<file path="config.mk">
export PLATFORM = sky130hd
export DESIGN_NAME = single_led_decoder_flat
export DESIGN_NICKNAME = d
export VERILOG_FILES = /design/src/rtl/single_led_decoder_if.sv /design/src/rtl/single_led_decoder.sv /design/src/flat_wrapper.sv
export SDC_FILE = /design/constraint.sdc
export NUM_CORES = 1
export LEC_CHECK = 0
export ABC_AREA = 0
export CAP_MARGIN = 30
export CORE_MARGIN = 8
export CORE_UTILIZATION = 40
export CTS_BUF_LIST = sky130_fd_sc_hd__clkbuf_8
export DETAILED_ROUTE_END_ITERATION = 10
export MAX_ROUTING_LAYER = met4
export PLACE_DENSITY = 0.59
export SLEW_MARGIN = 20
export SYNTH_ARGS = -nofsm -noshare
export SYNTH_HDL_FRONTEND = slang
export SYNTH_SLANG_ARGS = --single-unit
</file>
<file path="constraint.sdc">
create_clock -name clk -period 3.85 [get_ports clk]
set_clock_uncertainty 0.2 [all_clocks]
set_input_delay 0.9625 -clock clk [delete_from_list [all_inputs] [get_ports clk]]
set_output_delay 0.9625 -clock clk [all_outputs]
set_load 0.01 [all_outputs]
</file>
<file path="src/rtl/single_led_decoder_if.sv">
// Signal bundle between a serial LED data line driver and the decoder.
// The decoder side takes the slave modport; the line driver / consumer side takes master.
interface single_led_decoder_if;
  logic        DI;
  logic [23:0] data;
  logic        data_valid;
  logic        frame_reset;
  logic [15:0] word_count;
  logic        bit_error;
  logic        busy;

  modport master (
    output DI,
    input  data, data_valid, frame_reset, word_count, bit_error, busy
  );

  modport slave (
    input  DI,
    output data, data_valid, frame_reset, word_count, bit_error, busy
  );
endinterface

</file>
<file path="src/rtl/single_led_decoder.sv">
// Decodes a single-wire LED data stream into 24-bit words by timing high pulses,
// with frame-reset gap detection and illegal-pulse / truncated-word reporting.
module single_led_decoder #(
  parameter int T1_THRESH  = 30,
  parameter int T_MIN_HIGH = 5,
  parameter int T_MAX_HIGH = 55,
  parameter int T_RESET    = 2500
) (
  input  logic                 clk,
  input  logic                 reset,
  single_led_decoder_if.slave  led
);
  typedef enum logic [1:0] {SYNC, IDLE, HIGH, LOW} state_t;

  localparam logic [12:0] T1_W    = 13'(T1_THRESH);
  localparam logic [12:0] TMIN_W  = 13'(T_MIN_HIGH);
  localparam logic [12:0] TMAX_W  = 13'(T_MAX_HIGH);
  localparam logic [12:0] TRST_W  = 13'(T_RESET);

  state_t      state_q, state_d;
  logic        di_meta_q, di_sync_q;
  logic [11:0] cnt_q, cnt_d;
  logic [12:0] dur;
  logic [4:0]  bit_cnt_q, bit_cnt_d;
  logic [22:0] shift_q, shift_d;
  logic [23:0] data_q, data_d;
  logic [15:0] word_cnt_q, word_cnt_d;
  logic        data_valid_q, data_valid_d;
  logic        frame_reset_q, frame_reset_d;
  logic        bit_error_q, bit_error_d;
  logic        new_bit;

  // dur counts the current cycle too, so it equals the completed length of the
  // level that put us in this state (entry happens one cycle after the edge).
  assign dur     = {1'b0, cnt_q} + 13'd1;
  assign new_bit = (dur >= T1_W);

  always_ff @(posedge clk) begin
    if (reset) begin
      di_meta_q     <= 1'b0;
      di_sync_q     <= 1'b0;
      state_q       <= SYNC;
      cnt_q         <= '0;
      bit_cnt_q     <= '0;
      shift_q       <= '0;
      data_q        <= '0;
      word_cnt_q    <= '0;
      data_valid_q  <= 1'b0;
      frame_reset_q <= 1'b0;
      bit_error_q   <= 1'b0;
    end else begin
      di_meta_q     <= led.DI;
      di_sync_q     <= di_meta_q;
      state_q       <= state_d;
      cnt_q         <= cnt_d;
      bit_cnt_q     <= bit_cnt_d;
      shift_q       <= shift_d;
      data_q        <= data_d;
      word_cnt_q    <= word_cnt_d;
      data_valid_q  <= data_valid_d;
      frame_reset_q <= frame_reset_d;
      bit_error_q   <= bit_error_d;
    end
  end

  always_comb begin
    state_d       = state_q;
    cnt_d         = (cnt_q == 12'hFFF) ? cnt_q : cnt_q + 12'd1;
    bit_cnt_d     = bit_cnt_q;
    shift_d       = shift_q;
    data_d        = data_q;
    word_cnt_d    = word_cnt_q;
    data_valid_d  = 1'b0;
    frame_reset_d = 1'b0;
    bit_error_d   = 1'b0;
    case (state_q)
      SYNC: begin
        if (di_sync_q) begin
          cnt_d = '0;
        end else if (dur >= TRST_W) begin
          frame_reset_d = 1'b1;
          word_cnt_d    = '0;
          bit_cnt_d     = '0;
          state_d       = IDLE;
          cnt_d         = '0;
        end
      end
      IDLE: begin
        if (di_sync_q) begin
          state_d = HIGH;
          cnt_d   = '0;
        end
      end
      HIGH: begin
        if (dur >= TMAX_W || (!di_sync_q && dur < TMIN_W)) begin
          bit_error_d = 1'b1;
          bit_cnt_d   = '0;
          state_d     = SYNC;
          cnt_d       = '0;
        end else if (!di_sync_q) begin
          // Right shift so the first bit received lands in data[0].
          shift_d = {new_bit, shift_q[22:1]};
          if (bit_cnt_q == 5'd23) begin
            data_d       = {new_bit, shift_q};
            data_valid_d = 1'b1;
            bit_cnt_d    = '0;
            if (word_cnt_q != 16'hFFFF) begin
              word_cnt_d = word_cnt_q + 16'd1;
            end
          end else begin
            bit_cnt_d = bit_cnt_q + 5'd1;
          end
          state_d = LOW;
          cnt_d   = '0;
        end
      end
      LOW: begin
        if (dur >= TRST_W) begin
          frame_reset_d = 1'b1;
          bit_error_d   = (bit_cnt_q != 5'd0);
          word_cnt_d    = '0;
          bit_cnt_d     = '0;
          state_d       = IDLE;
          cnt_d         = '0;
        end else if (di_sync_q) begin
          state_d = HIGH;
          cnt_d   = '0;
        end
      end
      default: begin
        state_d = SYNC;
        cnt_d   = '0;
      end
    endcase
  end

  assign led.data        = data_q;
  assign led.data_valid  = data_valid_q;
  assign led.frame_reset = frame_reset_q;
  assign led.word_count  = word_cnt_q;
  assign led.bit_error   = bit_error_q;
  assign led.busy        = (state_q == HIGH) || (state_q == LOW && bit_cnt_q != 5'd0);
endmodule

</file>
<file path="src/flat_wrapper.sv">
// flat-port wrapper written by rule: the top's interface ports become plain ports
module single_led_decoder_flat 
#(
  parameter int T1_THRESH  = 30,
  parameter int T_MIN_HIGH = 5,
  parameter int T_MAX_HIGH = 55,
  parameter int T_RESET    = 2500
)
  (clk, reset, led_DI, led_data, led_data_valid, led_frame_reset, led_word_count, led_bit_error, led_busy);
  single_led_decoder_if led_i ();
  input  logic clk;
  input  logic reset;
  input wire logic [$bits(led_i.DI)-1:0] led_DI;
  output wire logic [$bits(led_i.data)-1:0] led_data;
  output wire logic [$bits(led_i.data_valid)-1:0] led_data_valid;
  output wire logic [$bits(led_i.frame_reset)-1:0] led_frame_reset;
  output wire logic [$bits(led_i.word_count)-1:0] led_word_count;
  output wire logic [$bits(led_i.bit_error)-1:0] led_bit_error;
  output wire logic [$bits(led_i.busy)-1:0] led_busy;
  assign led_i.DI = led_DI;
  assign led_data = led_i.data;
  assign led_data_valid = led_i.data_valid;
  assign led_frame_reset = led_i.frame_reset;
  assign led_word_count = led_i.word_count;
  assign led_bit_error = led_i.bit_error;
  assign led_busy = led_i.busy;
  single_led_decoder #(.T1_THRESH(T1_THRESH), .T_MIN_HIGH(T_MIN_HIGH), .T_MAX_HIGH(T_MAX_HIGH), .T_RESET(T_RESET)) u_core (.clk(clk), .reset(reset), .led(led_i));
endmodule
</file>
==> metrics list <==
- Result of the run: finished, final reports clean
- Counting every sink on the clock net gives 87.
- The number of nets handed over by synthesis was 547.
* Power density over the cells: about 320 nW/um2
- In this run the core area contains 39 standard-cell rows.
- Of all flip-flops after synthesis, the portion carrying an async set or reset was 0%.
* Layout cell share with drive strength beyond 1: 9.408%
- GPL Wtd Cong: 0.9135
* Post-CTS setup buffer count: 0
* Wire length of the first global-routing pass: 19.09 mm
- Post-synth EDFFs: 0
* Number of iterations in the first detailed-routing pass: 5
- Timing would allow up to 292.1 MHz.
- Post-Synthesis Mean Instance Area: 8.536 um2
- The number of antenna diodes in the final layout is 0.
- Number of design-rule violations left by the first detailed-router iteration: 303
* Vias per Instance: 5.533
- For this block, the routed nets add up to approximately 11 mm of wire.
- For the worst flop-to-flop path, the logic depth is 8.
- Final Max Tran Viols: 0
- Final period utilization: 88.93%
- Boundary pin count: 47
- Min-Delay Path Class: reg2reg
- Initial cell density of the core: between 40 and 50%
* Minimum period implied by the final worst setup slack: 3.424 ns
* Worst reg2reg path endpoint: u_core.led.word_count[13]$_SDFFE_PP0P_
* Post-Synthesis Cells: 534
* Die area: ~15000 um2
- Antenna violations before repair: 0
- In this run the vertical extent of the chip is around 120 um.
- Max-cap violations in this run came to 0.
- The final number of hold-violating endpoints came to 0.
* Startpoint-to-endpoint class of the critical path: reg2reg
* Max stage delay on crit path: 0.65 ns
* Clock tree from TritonCTS: yes
- STA puts the critical path data required time at 3.96 ns.
- Buffers inserted to repair hold after CTS numbered 0.
* Port Buffers: 46
* DRC viols: 0
- The area growth from synthesis to layout is 17.38%.
* Worst reg2reg path startpoint: u_core.cnt_q[0]$_SDFF_PP0_
* CP Launch Point: u_core.cnt_q[0]$_SDFF_PP0_
* Clock transition at the registers of the reported paths: 0.10 ns
* Placement Cell Area: 5114 um2
* Final std cell area, no fill: 5350 um2
* Average wire per standard cell: approximately 16 um
* Number of routed nets with antenna violations: 0
- The number of global-route vias before repair came to 3870.
* Critical Path, Cell by Cell: ha_1 -> nand3_1 -> nor2_1 -> mux2_2 -> o211ai_4 -> or4_4 -> a2111oi_4 -> mux2i_1
- On the critical path, the stage with the largest delay is an instance of sky130_fd_sc_hd__or4_4.
- Nets: 582
* Core area: 11270 um2
* Largest fanout on the critical path: 14
* Post-synthesis instance area: 4558 um2
* HPWL after DPL: 7.837 mm
- Setup total negative slack on the finished layout was measured at 0 ns.
* CTS root buf: sky130_fd_sc_hd__clkbuf_8
- Entering global routing, the biggest net connects 34 pins.
* Arrival @ worst endpoint: 3.53 ns
- Global routing consumed, over all layers together, 16.11% of the routing resources.
- For flop-to-flop paths, the worst setup slack is 0.43 ns.
- Start point of the worst hold path: u_core.di_meta_q$_SDFF_PP0_
- For this block, the via count after detailed routing is 3967.
- Clock network latency to the later pin of the worst-skew pair: 0.37 ns
- Global routing finished with a remaining overflow of 0.
* Distinct cell type count after synthesis: 75
- Flip-flop and latch count after synthesis: 87
- Horiz. Die Dim: 122.8 um
* Yosys warning total: 0
- The H-tree was split into 3 levels.
- STA classifies the critical path endpoint as a register.
- Clock Path Buffers: 2
- Resize count post-CTS: 0
* Number of buffers inserted during clock tree synthesis: 9
- Worst rel slew slack: 49.07%
- At the pin with the least slew margin, the transition time is roughly 0.76 ns.
- Worst VDD drop: 0.1885 mV
- Summing the sequential cell areas from Yosys gives between 30% and 40% of the chip area.
- Setup violations remaining at the end of the flow were counted as 0.
- Summed over all cells, the static leakage comes to 1.739 nW.
- Among all flip-flop cells after synthesis, the most frequent one is sky130_fd_sc_hd__dfxtp_1.
- The most critical setup path has its endpoint at u_core.led.word_count[13]$_SDFFE_PP0P_.
- STA classifies the critical path startpoint as a register.
* RSZ-0062 raised after global routing: false
power breakdown:
| group | switching, mW | internal [mW] |
|---|---|---|
| sequential | 0.00666 | 0.903 |
| clock | 0.377 | 0.380 |
| combinational | 0.0469 | 0.0201 |
cell type report:
class | count | area (um2)
Clock inverter | 7 | 112.6
Timing Repair Buffer | 58 | 545.5
Multi-Input combinational cell | 390 | 2561
Tap cell | 143 | 178.9
Inverter | 23 | 86.33
Clock buffer | 9 | 123.9
Sequential cell | 87 | 1742
Fill cell | 1106 | 5922
synthesized netlist by cell type (6+ instances only):
master	instances	area, um2
sky130_fd_sc_hd__a21oi_1	36	180.2
sky130_fd_sc_hd__o31ai_1	8	60.06
sky130_fd_sc_hd__mux2i_1	33	330.3
sky130_fd_sc_hd__buf_2	6	30.03
sky130_fd_sc_hd__ha_1	10	125.1
sky130_fd_sc_hd__nor3_1	8	40.04
sky130_fd_sc_hd__inv_1	22	82.58
sky130_fd_sc_hd__nand3_1	31	155.2
sky130_fd_sc_hd__nor2_1	44	165.2
sky130_fd_sc_hd__clkbuf_1	22	82.58
sky130_fd_sc_hd__or3_1	10	62.56
sky130_fd_sc_hd__nand2_1	79	296.5
sky130_fd_sc_hd__dfxtp_1	87	1742
sky130_fd_sc_hd__nor4_1	6	37.54
sky130_fd_sc_hd__nand4_1	9	56.30
sky130_fd_sc_hd__o2111ai_1	6	52.55
placed cells by master (no fill, tap or decap), drive strengths merged, types with 6 or more instances in the layout:
master | netlist | routed
buf | 12 | 13
a21oi | 36 | 36
dfxtp | 87 | 87
nand4 | 10 | 10
ha | 10 | 10
or3 | 10 | 10
nand2 | 80 | 80
nand3 | 31 | 31
nor4 | 9 | 9
clkbuf | 22 | 9
inv | 23 | 26
o21ai | 6 | 6
nor2 | 44 | 44
nor3 | 10 | 10
o2111ai | 6 | 6
a211oi | 7 | 7
mux2i | 33 | 33
clkdlybuf4s50 | 0 | 45
o31ai | 8 | 8
worst min-delay path by stage:
stage	end	slack [ns]	depth (start not counted)
after floorplan	u_core.di_sync_q$_SDFF_PP0_	0.21	1
after global placement	u_core.di_sync_q$_SDFF_PP0_	0.23	1
after detailed placement	u_core.di_sync_q$_SDFF_PP0_	0.24	1
after CTS	u_core.di_sync_q$_SDFF_PP0_	0.26	1
after global routing	u_core.shift_q[0]$_SDFFE_PP0P_	0.28	2
final	u_core.di_sync_q$_SDFF_PP0_	0.26	1
flip-flops by register name, summed over array words and instances, names as in the netlist, 2 cells and up:
| register | count |
|---|---|
| u_core.led.data | 24 |
| u_core.shift_q | 23 |
| u_core.led.word_count | 16 |
| u_core.bit_cnt_q | 5 |
| u_core.cnt_q | 12 |
| u_core.state_q | 2 |
metal layers:
metal  routed length (um)  global-route usage, %
met1                 5378                  20.41
met2                 5435                  24.67
met3                  469                  3.496
met4                  151                  5.941
met5                    0                      -
logic make-up after synthesis:
family,synth area share (%)
and+or+nand+nor,25.28
AOI/OAI and AO/OA,18.75
DFF,38.21
buffers and inverters,5.600
muxes,7.494
xor gates and xnor gates,1.921
adders and majority gates,2.745
per-stage QoR:
| step | setup WS, ns | utilization, % | power, mW | instances | hold slack, ns |
|---|---|---|---|---|---|
| floorplan | 0.9636 | - | 0.9807 | 534 | 0.2138 |
| global placement | 0.6243 | 45.37 | 0.9959 | 701 | 0.2285 |
| detailed placement | 0.4881 | 45.37 | 0.9968 | 701 | 0.2388 |
| CTS | 0.4557 | 47.46 | 1.754 | 717 | 0.2620 |
| global route | 0.1328 | 47.46 | 1.803 | 717 | 0.2756 |
| finish | 0.4262 | 47.46 | 1.734 | 717 | 0.2562 |
worst max-delay path, delay by kind of cell (launching register included):
kind,cells,cell delay [ns]
mux,2,0.45
fa+ha+maj,1,0.54
simple gates,3,1.12
compound gates,2,0.53
flops,1,0.51
Note: power is estimated with default switching activity, not from simulation.
